File: src/rtl/xbar_cfg_pkg.sv
`default_nettype none
// ============================================================================
// Package     : xbar_cfg_pkg
// Description : Shared constants and types for the crossbar config loader.
//               The crossbar has NUM_OUT outputs, and each output has a SEL_W-bit
//               select field. The full configuration arrives as NUM_WORDS
//               stream words of WORD_W bits each.
// Revision    : 1.0 - initial release
// ============================================================================
package xbar_cfg_pkg;

    localparam int unsigned NUM_IN     = 19;
    localparam int unsigned NUM_OUT    = 24;
    localparam int unsigned SEL_W      = 5;
    localparam int unsigned WORD_W     = 8;
    localparam int unsigned CFG_W      = NUM_OUT * SEL_W;
    localparam int unsigned NUM_WORDS  = CFG_W / WORD_W;
    localparam int unsigned WORD_CNT_W = $clog2(NUM_WORDS);
    localparam int unsigned CHK_IDX_W  = $clog2(NUM_OUT);

    typedef enum logic [1:0] {
        IDLE   = 2'd0,
        LOAD   = 2'd1,
        CHECK  = 2'd2,
        COMMIT = 2'd3
    } cfg_state_t;

    typedef logic [WORD_CNT_W-1:0] cfg_word_cnt_t;
    typedef logic [CHK_IDX_W-1:0]  cfg_chk_idx_t;

endpackage
`default_nettype wire

File: src/rtl/xbar_cfg_loader.sv
`default_nettype none
// ============================================================================
// Module      : xbar_cfg_loader
// Description : Assembles a crossbar select configuration from a word stream
//               into a staging register. It then range-checks one select field
//               per cycle. A configuration is committed to io_mux_configs in a
//               single cycle only when every field is legal, so the crossbar
//               never sees a partial or illegal configuration.
// Ports       : clk, reset (sync, active-low)
//               io_cfg_start   - begin/restart a load
//               io_cfg_valid / io_cfg_ready / io_cfg_data - word stream
//               io_mux_configs - active configuration to the crossbar
//               io_cfg_done    - one-cycle pulse when a configuration commits
//               io_cfg_err     - sticky: last load had an illegal select
//               io_busy        - loader is not idle
// Revision    : 1.0 - initial release
// ============================================================================
module xbar_cfg_loader
    import xbar_cfg_pkg::*;
(
    input  logic              clk,
    input  logic              reset,
    input  logic              io_cfg_start,
    input  logic              io_cfg_valid,
    output logic              io_cfg_ready,
    input  logic [WORD_W-1:0] io_cfg_data,
    output logic [CFG_W-1:0]  io_mux_configs,
    output logic              io_cfg_done,
    output logic              io_cfg_err,
    output logic              io_busy
);

    generate
        if ((CFG_W % WORD_W) != 0) begin : g_bad_word_w
            $error("CFG_W must be a whole number of WORD_W words");
        end
    endgenerate

    localparam logic [SEL_W-1:0]  c_sel_limit = SEL_W'(NUM_IN);
    localparam cfg_word_cnt_t     c_word_last = cfg_word_cnt_t'(NUM_WORDS - 1);
    localparam cfg_chk_idx_t      c_chk_last  = cfg_chk_idx_t'(NUM_OUT - 1);

    cfg_state_t        r_state;
    cfg_state_t        w_next_state;
    logic [CFG_W-1:0]  r_staging;
    logic [CFG_W-1:0]  r_mux_configs;
    cfg_word_cnt_t     r_word_cnt;
    cfg_chk_idx_t      r_chk_idx;
    logic              r_bad;        // some field already checked was illegal
    logic              r_ready;
    logic              r_done;
    logic              r_err;
    logic              r_busy;

    logic              w_handshake;
    logic              w_restart;
    logic              w_check_last;
    logic              w_field_bad;

    // Field under test is selected by the check index. The state machine only
    // acts on w_field_bad while it is in CHECK.
    assign w_field_bad = (r_staging[SEL_W*32'(r_chk_idx) +: SEL_W] >= c_sel_limit);

    always_ff @(posedge clk) begin
        if (!reset) begin
            r_state <= IDLE;
        end else begin
            r_state <= w_next_state;
        end
    end

    always_comb begin
        w_next_state = r_state;
        w_handshake  = 1'b0;
        w_restart    = 1'b0;
        w_check_last = 1'b0;
        case (r_state)
            IDLE: begin
                if (io_cfg_start) begin
                    w_next_state = LOAD;
                end
            end
            LOAD: begin
                // Restart takes priority; any word that arrives in the same cycle is dropped.
                if (io_cfg_start) begin
                    w_restart = 1'b1;
                end else if (io_cfg_valid) begin
                    w_handshake = 1'b1;
                    if (r_word_cnt == c_word_last) begin
                        w_next_state = CHECK;
                    end
                end
            end
            CHECK: begin
                if (r_chk_idx == c_chk_last) begin
                    w_check_last = 1'b1;
                    w_next_state = (r_bad || w_field_bad) ? IDLE : COMMIT;
                end
            end
            COMMIT: begin
                w_next_state = IDLE;
            end
            default: begin
                w_next_state = IDLE;
            end
        endcase
    end

    always_ff @(posedge clk) begin
        if (!reset) begin
            r_staging     <= '0;
            r_mux_configs <= '0;
            r_word_cnt    <= '0;
            r_chk_idx     <= '0;
            r_bad         <= 1'b0;
            r_ready       <= 1'b0;
            r_done        <= 1'b0;
            r_err         <= 1'b0;
            r_busy        <= 1'b0;
        end else begin
            // Handshake outputs are registered from the next state, so they
            // line up with the state that the loader is in.
            r_ready <= (w_next_state == LOAD);
            r_done  <= (w_next_state == COMMIT);
            r_busy  <= (w_next_state != IDLE);

            if ((r_state == IDLE) && io_cfg_start) begin
                r_word_cnt <= '0;
                r_staging  <= '0;
                r_err      <= 1'b0;
            end

            if (w_restart) begin
                r_word_cnt <= '0;
                r_staging  <= '0;
            end

            if (w_handshake) begin
                r_staging[WORD_W*32'(r_word_cnt) +: WORD_W] <= io_cfg_data;
                r_word_cnt <= r_word_cnt + cfg_word_cnt_t'(1);
                r_chk_idx  <= '0;
                r_bad      <= 1'b0;
            end

            if (r_state == CHECK) begin
                r_chk_idx <= r_chk_idx + cfg_chk_idx_t'(1);
                r_bad     <= r_bad | w_field_bad;
                if (w_check_last && (r_bad || w_field_bad)) begin
                    r_err <= 1'b1;
                end
            end

            if (r_state == COMMIT) begin
                r_mux_configs <= r_staging;
            end
        end
    end

    assign io_cfg_ready   = r_ready;
    assign io_cfg_done    = r_done;
    assign io_cfg_err     = r_err;
    assign io_busy        = r_busy;
    assign io_mux_configs = r_mux_configs;

endmodule
`default_nettype wire

File: config.mk
export PLATFORM = sky130hd
export DESIGN_NAME = xbar_cfg_loader
export DESIGN_NICKNAME = d
export VERILOG_FILES = /design/src/rtl/xbar_cfg_pkg.sv /design/src/rtl/xbar_cfg_loader.sv
export SDC_FILE = /design/constraint.sdc
export NUM_CORES = 1
export LEC_CHECK = 0
export ABC_AREA = 1
export CORE_UTILIZATION = 50
export CTS_CLUSTER_DIAMETER = 80
export DETAILED_ROUTE_END_ITERATION = 16
export HOLD_SLACK_MARGIN = 0.12
export PLACE_DENSITY_LB_ADDON = 0.15
export SETUP_SLACK_MARGIN = 0.02
export SLEW_MARGIN = 20
export SYNTH_ARGS = -nofsm -noshare
export SYNTH_HDL_FRONTEND = slang
export SYNTH_SLANG_ARGS = --single-unit
File: constraint.sdc
create_clock -name clk -period 7.4 [get_ports clk]
set_input_delay 0.74 -clock clk [delete_from_list [all_inputs] [get_ports clk]]
set_output_delay 0.74 -clock clk [all_outputs]
set_load 0.1 [all_outputs]
==> results of run 1 <==
==> routing by layer <==
layer  wire length [um]  up-vias
met5                  0        -
met4                783        0
met3               2249       64
met2              14000      401
met1              14340     4534
li1                   -     4870
==> power groups by stage <==
stage                     clock, mW  combinational, mW  sequential [mW]
after floorplan                   0             0.0671             1.42
after global placement            0              0.105             1.41
after detailed placement          0              0.106             1.41
after CTS                      1.51              0.106             1.38
after global routing           1.58              0.117             1.38
final                          1.50              0.108             1.38
==> cells in the mapped netlist (11+ instances only) <==
cell type,count
a211oi_1,13
a21oi_1,193
nor2_1,172
dfxtp_1,256
nand2_1,203
nand3_1,58
clkbuf_1,75
buf_2,11
nor3_1,47
o21ai_0,189
inv_1,113
nor4_1,17
==> worst min-delay path by stage <==
| stage | startpoint | endpoint | slack (ps) |
|---|---|---|---|
| after floorplan | r_staging[103] | r_staging[103] | 440 |
| after global placement | r_staging[57] | r_staging[57] | 450 |
| after detailed placement | r_staging[118] | r_staging[118] | 450 |
| after CTS | r_staging[118] | r_staging[118] | 470 |
| after global routing | r_staging[118] | r_staging[118] | 470 |
| final | r_staging[67] | r_staging[67] | 470 |
==> cells by family (layout without fill, tap and decap cells) <==
kind of cell	count (synthesis)	after routing	synth area share [%]
compound gates	411	411	20.26
buf+inv	219	322	8.312
fa+ha+maj	6	6	0.7155
flops	256	256	48.84
simple gates	523	523	21.61
xor+xnor	1	1	0.2624
==> cell usage in the layout (no fill, tap or decap), drive strengths merged, types with 2 or more instances in the layout <==
master | Yosys | routed
ha | 6 | 6
clkinv | 1 | 10
clkbuf | 75 | 30
a21oi | 193 | 193
nor3 | 49 | 49
dfxtp | 256 | 256
inv | 123 | 124
nor4 | 18 | 18
clkinvlp | 0 | 2
buf | 20 | 15
clkdlybuf4s50 | 0 | 134
nand3 | 59 | 59
a211oi | 13 | 13
nand2 | 203 | 203
nand4 | 10 | 10
a311oi | 7 | 7
nand3b | 3 | 3
bufinv | 0 | 7
nor2 | 181 | 181
o21ai | 194 | 194
==> metrics by stage <==
step | setup WS [ps] | util, % | instances
after global placement | 3845 | 58.21 | 1739
after global routing | 3761 | 63.20 | 1789
after CTS | 4119 | 63.20 | 1789
after floorplan | 5064 | - | 1416
final | 4030 | 63.20 | 1789
after detailed placement | 4139 | 58.36 | 1740
==> cell type report <==
cell class	instances	area, um^2	share of cell area (%)
clock buffers	30	706.9	5.475
clock inverters	19	282.8	2.190
inverters	124	470.5	3.643
multi-input cells	941	4516	34.97
flip-flops and latches	256	5125	39.69
well taps	270	337.8	2.616
repair buffers	149	1474	11.41
==> worst min-delay path, stage by stage, from the launching register on <==
cell and delay, ps:
dfxtp_1 310, nand2_1 60, a21oi_1 50
==> sequential cells by signal, summed over array words and instances, names as in the netlist, 2 cells and up <==
| signal | count |
|---|---|
| io_mux_configs | 120 |
| r_chk_idx | 5 |
| r_staging | 120 |
| r_state | 2 |
| r_word_cnt | 4 |
==> metrics.txt, run 1 <==
Mapped Cells 1416; Worst Reg-to-Reg Cells 6; NetSw 0.6514 mW; Top Usage Layer GRT met2; DRT iter0 DRCs 907; grt total ovfl 0; # diodes 0; met3 Usage GRT 4.969%; syn_nets 1434; port buffer count 135; Synth async-reset ratio 0%; Comb power frac 3.6%; Arr. time, crit path 3820 ps; Tightest Pin Transition 984.3 ps; synth top area cells dfxtp_1 49%, a21oi_1 9.2%, o21ai_0 9.0%; worst hold path class reg2reg; vias in the first global route 9015; Final nets 1517; status completed; Worst Path Required 7850 ps; vias post-DR 9869; HPWL Detailed 21480 um; Setup Buffers After CTS 0; Lkg Pwr 4.613 nW; critical path's top delay family simple AND/OR/NAND/NOR gates; Max VDD drop 152.4 uV; Global Route Usage Sum 28.82%; fin. max-slew vios 0; Sw Ratio 21.79%; largest net degree at the start of global routing 107; max cap viols 0; WL/cell 17.54 um; CTS Root Cell clkbuf_16; CP max stage cell ha_1; total power 2.989 mW; CTS tree yes; Crit Path Class reg2reg; RSZ-0062 raised after global routing false; Die X 146.9 um; largest area contributor in the synthesized netlist dfxtp_1; hold slack 466.3 ps; WP depth 6; fin crit period 3370 ps; worst-path fanout max 31; Worst path max stage delay 800 ps; slew margin rel. 34.17%; ANT nets after route 0; Global Route met2 Usage 45.33%; Hold Violations, Final 0; share of cells above drive strength 1 6.057%; skew final 11.41 ps; first-pass GRT wire length 49400 um; H-tree depth 1; Fmax 296.7 MHz; DR DRC count 0; TritonRoute pass-1 iters 6; Seq cells post-synth 256; Crit. Startpoint r_word_cnt[0]; Reg clk slew, reported paths 60 ps; CP endpoint kind flop; die area 0.02157 mm^2; number of synthesized flops with an enable pin 0; pwr/cell area 231.5 mW/mm^2; Buf+Inv Stages, Crit Path 2; cell area after synthesis 0.01049 mm^2; Reg2Reg Setup Slack 4030 ps; Cell Rows 52; Post-Route WL 31380 um; Primary FF master, synth dfxtp_1; crit path capture r_staging[76]; GRT met1 Usage 40.22%; Max Buffers Root-to-Sink 3; via density per instance 5.516; post-synthesis sequential area ratio 48.84%; Post-DP Area 0.01192 mm^2; gpl congestion 0.9644; reg2reg end r_staging[76]; Final Cycle Share 45.55%; Avg Cell Area, Syn 7.410 um^2; Cell Chain, Critical Path inv_1 > ha_1 > inv_1 > nor4_1 > nor3_1 > nor3_1; post-CTS sizing 0; worst skew pair latency 530 ps; Hold Path Stages 2; crit path launch type flop; Internal Power 2.338 mW; top-area cell type share of the netlist area 48.84%; I/O pin total 136; initial antenna violation count 0; FILL cells 1887; clk sink count 256; sequential share of power 46.2%; setup tns final 0 ps; Chip Height 146.9 um; Clk pwr share 50.2%; CTS buffer count 27; Setup Viol. Count Final 0; hold_buf cts 0; Starting Density 51.36%; fin area 0.01291 mm^2; Synth warnings 0; Core Box Area 0.02043 mm^2; reg2reg start r_word_cnt[0]; Cell variety after synth 33; Synth-to-Final Area Change 23.06%
Note: power is estimated with default switching activity, not from simulation.
==> run 2, diff against run 1 <==
Clock period 7.4 ns to 3 ns, I/O delays scaled along.
==> metrics.txt, run 2 (same netlist as run 1, synthesis figures left out) <==
Worst path max stage delay 500 ps (was 800 ps); Cells after DPL 1766 (was 1740); critical path's top delay family simple AND/OR/NAND/NOR gates (unchanged); H-tree depth 1 (unchanged); setup ws final 511.6 ps (was 4030 ps); Post-Route WL 31300 um (was 31380 um); Max VDD drop 425.1 uV (was 152.4 uV); slew margin rel. 35.40% (was 34.17%); initial antenna violation count 0 (unchanged); I/O pin total 136 (unchanged); setup tns final 0 ps (unchanged); commonest non-fill, non-tap cell in the layout dfxtp_1 (unchanged); final core occ 62.48% (was 63.20%); largest net degree at the start of global routing 198 (was 107); Tightest Pin Transition 966.0 ps (was 984.3 ps); max cap viols 0 (unchanged); GRT met1 Usage 39.52% (was 40.22%); CTS tree yes (unchanged); Final Cycle Share 82.95% (was 45.55%); Synth-to-Final Area Change 21.64% (was 23.06%); RSZ-0062 raised after global routing false (unchanged); Crit Path Class reg2reg (unchanged); Starting Density 51.36% (unchanged); vias post-DR 9877 (was 9869); gpl congestion 0.9292 (was 0.9644); CP endpoint kind flop (unchanged); status completed (unchanged); pwr/cell area 558.9 mW/mm^2 (was 231.5 mW/mm^2); Global Route met2 Usage 43.70% (was 45.33%); ANT nets after route 0 (unchanged); vias in the first global route 8853 (was 9015); Top Usage Layer GRT met2 (unchanged); CTS buffer count 27 (unchanged); share of cells above drive strength 1 15.65% (was 6.057%); CTS Root Cell clkbuf_16 (unchanged); Core Box Area 0.02043 mm^2 (unchanged); port buffer count 135 (unchanged); # diodes 0 (unchanged); grt total ovfl 0 (unchanged); Die X 146.9 um (unchanged); worst-path fanout max 16 (was 31); met3 Usage GRT 3.975% (was 4.969%); most frequent CP cell inv_1; Setup Viol. Count Final 0 (unchanged); crit path launch type flop (unchanged); via density per instance 5.439 (was 5.516); die area 0.02157 mm^2 (unchanged); Hold Violations, Final 0 (unchanged); clk sink count 256 (unchanged); Cell Rows 52 (unchanged); DR DRC count 0 (unchanged); Chip Height 146.9 um (unchanged); Final Non-Filler Cells 1816 (was 1789); HPWL Detailed 21860 um (was 21480 um); worst hold path class in2reg (was reg2reg); TritonRoute pass-1 iters 5 (was 6); first-pass GRT wire length 48330 um (was 49400 um); CP max stage cell ha_1 (unchanged); Global Route Usage Sum 28.41% (was 28.82%); commonest non-fill, non-tap cells in the layout 256 x dfxtp_1, 202 x nand2_1, 193 x a21oi_1 (was 256 x dfxtp_1, 201 x nand2_1, 193 x a21oi_1); fin crit period 2488 ps (was 3370 ps); Setup Buffers After CTS 0 (unchanged); DRT iter0 DRCs 824 (was 907); Max Buffers Root-to-Sink 3 (unchanged); post-CTS sizing 0 (unchanged); worst skew pair latency 540 ps (was 530 ps); Cell Chain, Critical Path nor3_1 > ha_1 > inv_1 > nor2_1 > inv_1 > nor2_4 > inv_4 > nor2_2 > nand2_1 > o21ai_0 > a21oi_1 (was inv_1 > ha_1 > inv_1 > nor4_1 > nor3_1 > nor3_1); skew final 17.46 ps (was 11.41 ps); Reg clk slew, reported paths 60 ps (about the same); fin. max-slew vios 0 (unchanged); hold_buf cts 0 (unchanged); Fmax 401.9 MHz (was 296.7 MHz); dpl ws 513.8 ps (was 4139 ps); total power 7.133 mW (was 2.989 mW); WL/cell 17.24 um (was 17.54 um); Lkg Pwr 4.975 nW (was 4.613 nW); Worst Path Required 3400 ps (was 7850 ps); Buf+Inv Stages, Crit Path 3 (was 2); Final nets 1543 (was 1517); Arr. time, crit path 2890 ps (was 3820 ps)
run 2: changes by cell type in the layout (fill, tap and decap cells not counted), moves of 4 or more:
| cell | before | now |
|---|---|---|
| clkbuf_8 | 2 | 7 |
| buf_4 | 14 | 162 |
| bufinv_16 | 7 | 3 |
| clkdlybuf4s50_1 | 134 | 11 |
run 2: cell type report:
class	count	area, um^2
clock buffers	36	779.5
clock inverters	14	161.4
fillers	1902	7666
inverters	124	470.5
multi-input cells	941	4523
flip-flops and latches	256	5125
well taps	270	337.8
repair buffers	175	1366
run 2: path summary, 6_finish.rpt:
path / cells after the start / end / slack (ps) / from
setup / recovery: 11 / r_staging[53] / 510 / r_word_cnt[0]
hold / removal: 4 / r_word_cnt[2] / 430 / reset
setup reg to reg: 11 / r_staging[53] / 510 / r_word_cnt[0]
hold reg to reg: 2 / r_staging[87] / 460 / r_staging[87]
run 2: power by group:
group | switching [mW] | total, mW | leakage (nW) | internal [mW]
sequential | 0.00513 | 3.41 | 2.06 | 3.40
clock | 1.37 | 3.45 | 0.465 | 2.09
combinational | 0.202 | 0.270 | 2.45 | 0.0677
run 2: through the flow:
stage	cell area, um^2	hold WS (ps)
after floorplan	10490	439.1
after global placement	11820	448.3
after detailed placement	11820	453.2
after CTS	12760	435.5
after global routing	12760	468.1
final	12760	427.8
run 2: worst register-to-register path, cell delays in order (launching register included):
cell	delay (ps)
dfxtp_1	460
nor3_1	110
ha_1	500
inv_1	100
nor2_1	110
inv_1	70
nor2_4	130
inv_4	80
nor2_2	150
nand2_1	310
o21ai_0	270
a21oi_1	60
run 2: routing by layer:
metal / wire length, um / share of wire [%]
met1: 14080 / 45
met2: 13690 / 44
met3: 2192 / 7.0
met4: 1340 / 4.3
met5: 0 / 0
